[config.mk]
export PLATFORM = sky130hd
export DESIGN_NAME = xor_2
export DESIGN_NICKNAME = d
export VERILOG_FILES = /design/src/rtl/xor_2_pkg.sv /design/src/rtl/xor_2_sat_cnt.sv /design/src/rtl/xor_2.sv
export SDC_FILE = /design/constraint.sdc
export NUM_CORES = 1
export LEC_CHECK = 0
export CAP_MARGIN = 5
export CORE_MARGIN = 3
export CORE_UTILIZATION = 43
export DETAILED_ROUTE_END_ITERATION = 16
export PLACE_DENSITY = 0.74
export SYNTH_ARGS = -nofsm -noshare
export SYNTH_HDL_FRONTEND = slang
export SYNTH_SLANG_ARGS = --single-unit
[constraint.sdc]
create_clock -name clk -period 1.9 [get_ports clk]
set_clock_uncertainty 0.2 [all_clocks]
set_input_delay 0.38 -clock clk [delete_from_list [all_inputs] [get_ports clk]]
set_output_delay 0.38 -clock clk [all_outputs]
set_load 0.05 [all_outputs]
[src/rtl/xor_2_pkg.sv]
// Shared definitions for the xor_2 compare/parity primitive: default sizes
// and the mismatch-counter operation decode.
package xor_2_pkg;

  localparam int XOR_2_WIDTH_DEF = 1;
  localparam int XOR_2_CNT_W_DEF = 16;

  // What the mismatch counter does on a given clock edge.
  typedef enum logic [1:0] {
    CNT_HOLD  = 2'd0,
    CNT_CLEAR = 2'd1,
    CNT_INC   = 2'd2
  } cnt_op_e;

  // Clear has priority over increment when both are requested together.
  function automatic cnt_op_e cnt_op(input logic clr, input logic hit);
    if (clr) return CNT_CLEAR;
    if (hit) return CNT_INC;
    return CNT_HOLD;
  endfunction

endpackage : xor_2_pkg

[src/rtl/xor_2_sat_cnt.sv]
// Saturating up-counter with synchronous clear. Clear beats increment, and
// once the counter reaches all-ones it sticks there instead of wrapping.
module xor_2_sat_cnt
  import xor_2_pkg::*;
#(
  parameter int CNT_W = XOR_2_CNT_W_DEF
) (
  input  logic             clk,
  input  logic             rst_n,
  input  logic             clr,
  input  logic             inc,
  output logic [CNT_W-1:0] cnt
);

  cnt_op_e op;

  assign op = cnt_op(clr, inc);

  // Count register: clear, saturating increment, or hold.
  always_ff @(posedge clk or negedge rst_n) begin
    if (!rst_n) begin
      cnt <= '0;
    end else begin
      unique case (op)
        CNT_CLEAR: cnt <= '0;
        CNT_INC:   if (cnt != '1) cnt <= cnt + CNT_W'(1);
        default:   cnt <= cnt;
      endcase
    end
  end

endmodule : xor_2_sat_cnt

[src/rtl/xor_2.sv]
// Bitwise two-input XOR. The combinational result c depends only on a and b,
// so it works with clk/rst_n left unconnected. Registered status (copy of the
// result, its parity, an any-bit-differs flag) and a saturating count of
// mismatch cycles are provided for debug.
module xor_2
  import xor_2_pkg::*;
#(
  parameter int WIDTH = XOR_2_WIDTH_DEF,
  parameter int CNT_W = XOR_2_CNT_W_DEF
) (
  input  logic             clk,
  input  logic             rst_n,
  input  logic [WIDTH-1:0] a,
  input  logic [WIDTH-1:0] b,
  output logic [WIDTH-1:0] c,
  output logic [WIDTH-1:0] c_q,
  output logic             parity_q,
  output logic             diff_q,
  input  logic             clr_cnt,
  output logic [CNT_W-1:0] mis_cnt
);

  logic [WIDTH-1:0] diff_vec;
  logic             any_diff;

  // Pure continuous path; X/Z on the operands flows straight through.
  assign diff_vec = a ^ b;
  assign c        = diff_vec;
  assign any_diff = |diff_vec;

  // Status registers: result copy, its parity and the differ flag.
  // NOTE: state is updated with non-blocking assignments so every register
  // samples pre-edge values; reset is asynchronous so status clears the moment
  // rst_n falls, without waiting for a clock.
  always_ff @(posedge clk or negedge rst_n) begin
    if (!rst_n) begin
      c_q      <= '0;
      parity_q <= 1'b0;
      diff_q   <= 1'b0;
    end else begin
      c_q      <= diff_vec;
      parity_q <= ^diff_vec;
      diff_q   <= any_diff;
    end
  end

  xor_2_sat_cnt #(
    .CNT_W (CNT_W)
  ) u_sat_cnt (
    .clk   (clk),
    .rst_n (rst_n),
    .clr   (clr_cnt),
    .inc   (any_diff),
    .cnt   (mis_cnt)
  );

endmodule : xor_2

==> results of run 1 <==
==> routing by layer <==
layer | GRT usage [%] | vias up
met3 | 3.27 | 9
met5 | 0 | -
li1 | - | 491
met1 | 26.2 | 525
met4 | 11.6 | 0
met2 | 36.6 | 37
==> layout by cell type (no fill, tap or decap), types with 3 or more instances in the layout <==
| cell | synthesis | final |
|---|---|---|
| buf_4 | 2 | 35 |
| dfrtp_2 | 0 | 15 |
| buf_12 | 0 | 12 |
| nor2_1 | 9 | 9 |
| a21oi_1 | 7 | 7 |
| inv_1 | 5 | 5 |
| nand2_1 | 5 | 5 |
| o21ai_0 | 5 | 5 |
| nand3_1 | 5 | 5 |
| nand4_1 | 3 | 3 |
| mux2i_1 | 3 | 3 |
| nor3_1 | 4 | 3 |
| or4_1 | 3 | 3 |
| clkbuf_4 | 0 | 3 |
==> state kept, by name (all words and copies together) (netlist names) <==
signal,flops
parity_q,1
u_sat_cnt.cnt,16
==> through the flow <==
stage | util (%) | setup slack [ps] | hold WS (ps) | power, uW | instances
3_3_place_gp | 70.9 | -304 | 360 | 578 | 174
5_1_grt | 75.4 | -85.7 | 209 | 820 | 183
6_report | 75.4 | 39.7 | 182 | 788 | 183
2_1_floorplan | - | -89.3 | -116 | 493 | 103
4_1_cts | 72.8 | -14.0 | 194 | 784 | 180
3_5_place_dp | 70.9 | -366 | 382 | 582 | 174
==> power groups by stage <==
stage	Combinational (uW)	Sequential, uW	Clock, uW
final	197	380	211
after floorplan	72.7	420	0
after global routing	210	382	227
after detailed placement	195	387	0
after global placement	191	387	0
after CTS	197	380	207
==> critical path: cells and delay by family, from the launching register on <==
family / cells / cell delay [ps]
adder cells (fa/ha/maj): 1 / 140
buffers and inverters: 2 / 290
flip-flops: 1 / 400
multiplexers: 1 / 240
AND/OR/NAND/NOR: 3 / 470
==> cells by family (layout without fill, tap and decap cells) <==
| group | after synthesis | after routing |
|---|---|---|
| AOI/OAI and AO/OA | 19 | 19 |
| xor gates and xnor gates | 2 | 2 |
| adders and majority gates | 1 | 1 |
| buffers and inverters | 10 | 62 |
| DFF | 17 | 17 |
| muxes | 6 | 6 |
| and+or+nand+nor | 48 | 48 |
==> worst min-delay path by stage <==
stage | startpoint | depth (start not counted) | endpoint
CTS | rst_n | 2 | parity_q
global route | rst_n | 2 | parity_q
global placement | u_sat_cnt.cnt[8] | 2 | u_sat_cnt.cnt[8]
floorplan | rst_n | 0 | parity_q
detailed placement | u_sat_cnt.cnt[8] | 2 | u_sat_cnt.cnt[8]
finish | rst_n | 2 | parity_q
==> area by class of cell <==
| class | instances | area share [%] |
|---|---|---|
| well taps | 28 | 2.08 |
| multi-input cells | 76 | 35.7 |
| clock buffers | 3 | 1.34 |
| clock inverters | 1 | 0.297 |
| repair buffers | 52 | 32.8 |
| inverters | 6 | 1.49 |
| flip-flops and latches | 17 | 26.4 |
==> timing repair <==
item,in CTS,in global routing
hold endpoints to repair,0,0
pin swaps,4,4
resized for setup,3,6
endpoints found under the setup margin,4,10
buffers inserted,2,3
==> impl_metrics.yaml, run 1 <==
setup_path:
  end_kind: "flip-flop"
  cpPeakStageDelay_ps: 400
  start_kind: "flip-flop"
  r2r_start: "u_sat_cnt.cnt[1]"
  crit_type: "reg -> reg"
  worstPathRequired_ps: 1880
  setup.worst_path.start: "u_sat_cnt.cnt[1]"
  crit_chain: "ha_4 > nand4_1 > buf_6 > buf_4 > nor4_1 > mux2i_1 > nor2_1"
  timing.rr.end: "u_sat_cnt.cnt[10]"
  endpoint: "u_sat_cnt.cnt[10]"
  reg2reg_slack_ps: 40
  r2r_cells: 7
  cp.arrival_ps: 1850
  crit_slowest_cell: "dfrtp_2"
  path_max_fanout: 3
layout:
  regArea_um2: 444
  multi_input_area_um2: 601
  fin_nets: 162
  drive_above_1_share_pct: 54.8
  n_antenna_cell: 0
  final_cell_area_um2: 1680
  syn_to_final_growth_pct: 64.1
  num-fill-cells: 161
detailed_routing:
  first_pass_iters: 4
  drt-initial-drc-count: 22
  top_layer_used: "met4"
  drt-total-wl_um: 2970
  wl_met1_um: 1200
  viasPerCell: 5.80
  met3_length_um: 162
  drtAntennaViolNets: 0
  wl_per_cell_um: 16.2
  drc_errors: 0
  vias: 1062
  dr_wl_met2_um: 1530
clock_network:
  root_buffer: "clkbuf_4"
  htree_levels: 1
  cts_sinks: 17
  cts_inserted_buffers: 3
  holdBufCountCts: 0
  insertion_delay_ps: 310
  clk_pin_slew_ps: 110
  tritoncts: "yes"
  cts_buffer_depth: 2
power_and_ir_drop:
  peakVddDrop_v: 0.000506
  p_int_uw: 534
  seqPwrFrac_pct: 48.2
  p_sw_uw: 253
  combPwrFrac_pct: 25.0
  pwr_density_cell_nw_per_um2: 468
  p_clk_share_pct: 26.8
  p_sw_share_pct: 32.2
  p_leak_uw: 0.000726
logic_synthesis:
  synth_area_per_cell_um2: 9.96
  synthAdderAreaFrac_pct: 1.22
  synth_top_family_by_area: "simple AND/OR/NAND/NOR gates"
  muxShareOfSynthArea_pct: 6.22
  synthArstFlopShare_pct: 100
  synth-xor-area-share_pct: 1.71
  synth_flop_cell: "dfrtp_1"
  synth_warnings: 0
  synth-edff-count: 0
  synth_nets: 109
  yosysUniqueCellTypes: 40
  synth-simple-area-share_pct: 30.6
  ys_ff_latch: 17
  ys_seq_area_share_pct: 41.5
  synth_common_cells: "dfrtp_1 (17), nor2_1 (9), a21oi_1 (7)"
  synth_top_area_share_pct: 41.5
  synth_area_leaders: "dfrtp_1 (41%), a21oi_1 (3.4%), nor2_1 (3.3%)"
  synthMostInstantiatedCell: "dfrtp_1"
  synth_compound_area_share_pct: 13.4
  netlist_area_um2: 1030
  synth_area_leader_cell: "dfrtp_1"
  netlist_instances: 103
flow_run:
  cap_viol_max_count: 0
hold_path:
  hp-class: "in -> async"
floorplanning:
  num_rows: 17
  ioPinCount: 25
  dieArea_um2: 3010
  chipHeight_um: 54.8
  initial_utilization_pct: 45.9
  die_w_um: 54.8
  design.core.area_um2: 2230
place:
  gp_congestion: 0.837
  dpl_cell_area_um2: 1580
  dp_hpwl_um: 2130
  port_buffers: 24
sta:
  fin_crit_ps: 1860
  max_freq_mhz: 538
  worst_pin_slew_ps: 422
  hold_viol_final: 0
  drv_slew: 0
  setup_violations: 0
  slew_headroom_pct: 71.6
  fin_setup_tns_ps: 0
  post-route-period-util_pct: 97.9
  rsz0062_at_grt: "yes"
global_route:
  grt_start_max_net_pins: 18
  first_global_vias: 1032
  grt_overflow: 0
  antenna_found_initial: 0
  grt_pass1_wl_um: 4580
  track_usage_pct: 21.7
run_status:
  status: "finished, final reports clean"
Power figures use the tool's default switching activity.
==> run 2: changes to the inputs <==
PLACE_DENSITY = 0.75   (was 0.74)
SYNTH_HIERARCHICAL = 1   (was not set)
==> impl_metrics.yaml, run 2 <==
global_route:
  track_usage_pct: 21.6
  first_global_vias: 994
  grt_start_max_net_pins: 18
  grt_overflow: 0
  grt_pass1_wl_um: 4440
  grt_busiest_layer: "met2"
  use_met1_pct: 25.1
  use_met3_pct: 3.66
  antenna_found_initial: 0
  grtUsageMet2_pct: 38.0
logic_synthesis:
  synth_common_cells: "dfrtp_1 (17), a21oi_1 (10), nand2_1 (7), nor2_1 (7), nand4_1 (6)"
  ys_ff_latch: 17
  netlist_area_um2: 968
  synth_nets: 107
  synth_area_leaders: "dfrtp_1 (44%), a21oi_1 (5.2%), nand4_1 (3.9%)"
  synth_top_area_share_pct: 43.9
  ys_seq_area_share_pct: 43.9
  synth-edff-count: 0
  synth_flop_cell: "dfrtp_1"
  netlist_instances: 101
  synthArstFlopShare_pct: 100
  synth_area_per_cell_um2: 9.59
  yosysUniqueCellTypes: 31
  synthMostInstantiatedCell: "dfrtp_1"
  synth_warnings: 6
  synth_area_leader_cell: "dfrtp_1"
layout:
  fin_nets: 158
  reg_top3: "u_sat_cnt/cnt (16), parity_q (1)"
  largest_reg_flops: 16
  n_antenna_cell: 0
  syn_to_final_growth_pct: 65.6
  fin_cells: 178
  final_cell_area_um2: 1600
  layout_common_cells: "buf_4 (37), dfrtp_2 (15), buf_12 (11)"
  drive_above_1_share_pct: 56.3
  largest_register: "u_sat_cnt/cnt"
  layout_commonest_cell: "buf_4"
detailed_routing:
  drtAntennaViolNets: 0
  drc_errors: 0
  wl_per_cell_um: 14.8
  vias: 1028
  drt-initial-drc-count: 25
  viasPerCell: 5.78
  first_pass_iters: 4
  drt-total-wl_um: 2640
floorplanning:
  ioPinCount: 25
  num_rows: 16
  dieArea_um2: 2860
  die_w_um: 53.5
  chipHeight_um: 53.5
  initial_utilization_pct: 47.4
  design.core.area_um2: 2040
clock_network:
  holdBufCountCts: 0
  insertion_delay_ps: 300
  tritoncts: "yes"
  cts_buffer_depth: 2
  root_buffer: "clkbuf_4"
  cts_sinks: 17
  clk_pin_slew_ps: 100
  htree_levels: 1
  cts_inserted_buffers: 3
setup_path:
  end_kind: "flip-flop"
  crit_family: "simple AND/OR/NAND/NOR gates"
  worstPathBufferInverterCount: 0
  cp.arrival_ps: 1880
  crit_chain: "nand4_2 > or2_4 > or4_1 > a21oi_2"
  path_max_fanout: 7
  crit_slowest_cell: "or4_1"
  worstPathRequired_ps: 1930
  cpPeakStageDelay_ps: 540
  start_kind: "flip-flop"
  crit_type: "reg -> reg"
place:
  gp_congestion: 0.838
  dpl_cell_area_um2: 1550
  dp_hpwl_um: 2030
  dp.cells: 172
  port_buffers: 24
sta:
  hold_viol_final: 0
  drv_slew: 0
  max_freq_mhz: 543
  fin_crit_ps: 1840
  worst_pin_slew_ps: 390
  rsz0062_at_grt: "yes"
  post-route-period-util_pct: 97.0
  slew_headroom_pct: 73.8
  setup_violations: 0
power_and_ir_drop:
  pwr_density_cell_nw_per_um2: 466
  p_leak_uw: 0.000643
  peakVddDrop_v: 0.000425
  finalPower_uw: 748
hold_path:
  hp-class: "in -> async"
run_status:
  status: "finished, final reports clean"
flow_run:
  cap_viol_max_count: 0
==> run 2: area by class of cell <==
class / instances / area, um^2
sequential: 17 / 444
tap: 27 / 33.8
fill: 135 / 438
inverter: 2 / 7.51
clock buffer: 4 / 26.3
timing repair buffer: 52 / 533
multi-input combinational: 76 / 559
==> run 2: logic make-up after synthesis <==
| group | after synthesis | synth area share, % |
|---|---|---|
| adders and majority gates | 1 | 1.29 |
| and+or+nand+nor | 47 | 30.4 |
| xor gates and xnor gates | 1 | 0.905 |
| buffers and inverters | 8 | 4.39 |
| muxes | 4 | 4.39 |
| AOI/OAI and AO/OA | 23 | 14.7 |
| DFF | 17 | 43.9 |
==> run 2: power by group <==
| part | leakage (uW) | internal (uW) | switching (uW) |
|---|---|---|---|
| sequential | 0.000209 | 370 | 5.83 |
| clock | 0.0000150 | 81.8 | 117 |
| combinational | 0.000419 | 72.7 | 101 |
==> run 2: stage by stage <==
step	utilization [%]	TNS [ps]	setup slack (ps)	hold WS [ps]
after floorplan	-	-1160	-161	-116
after global placement	76.1	-5950	-469	288
after detailed placement	76.1	-7090	-549	289
after CTS	77.6	0	46.0	197
after global routing	78.6	-25.2	-21.8	209
final	78.6	0	56.7	192
==> run 2: final timing paths <==
| path | slack (ps) | to | cells past startpoint | start |
|---|---|---|---|---|
| worst min register to register | 300 | u_sat_cnt/cnt[10] | 1 | u_sat_cnt/cnt[10] |
| min in group clk | 300 | u_sat_cnt/cnt[10] | 1 | u_sat_cnt/cnt[10] |
| worst min-delay path | 190 | u_sat_cnt/cnt[13] | 2 | rst_n |
| worst max register to register | 60 | u_sat_cnt/cnt[11] | 4 | u_sat_cnt/cnt[3] |
| max in group asynchronous | 1100 | u_sat_cnt/cnt[1] | 2 | rst_n |
| worst max-delay path | 60 | u_sat_cnt/cnt[11] | 4 | u_sat_cnt/cnt[3] |
==> run 2: timing repair <==
| action | 4_1_cts | 5_1_grt |
|---|---|---|
| endpoints found under the setup margin | 14 | 11 |
| pin swaps | 1 | 2 |
| buffers inserted | 1 | 1 |
| resized for setup | 2 | 6 |
==> run 2: worst register-to-register path, cell delays in order, from the launching register on <==
cell	delay, ps
dfrtp_2	470
nand4_2	140
or2_4	290
or4_1	540
a21oi_2	130
==> run 2: routing by layer <==
metal  share of wire (%)  up-vias  wire [um]
met5                   0        -          0
met4                 1.3        0         34
met3                 5.0        4        131
met2                  52       33       1370
met1                  42      505       1100
li1                    -      486          -
==> run 3: changes to the inputs <==
ABC_AREA = 0   (was not set)
CTS_CLUSTER_DIAMETER = 30   (was not set)
CTS_CLUSTER_SIZE = 30   (was not set)
==> results of run 3 <==
Same layout as run 2: the final DEF is identical, and so are final timing and power.
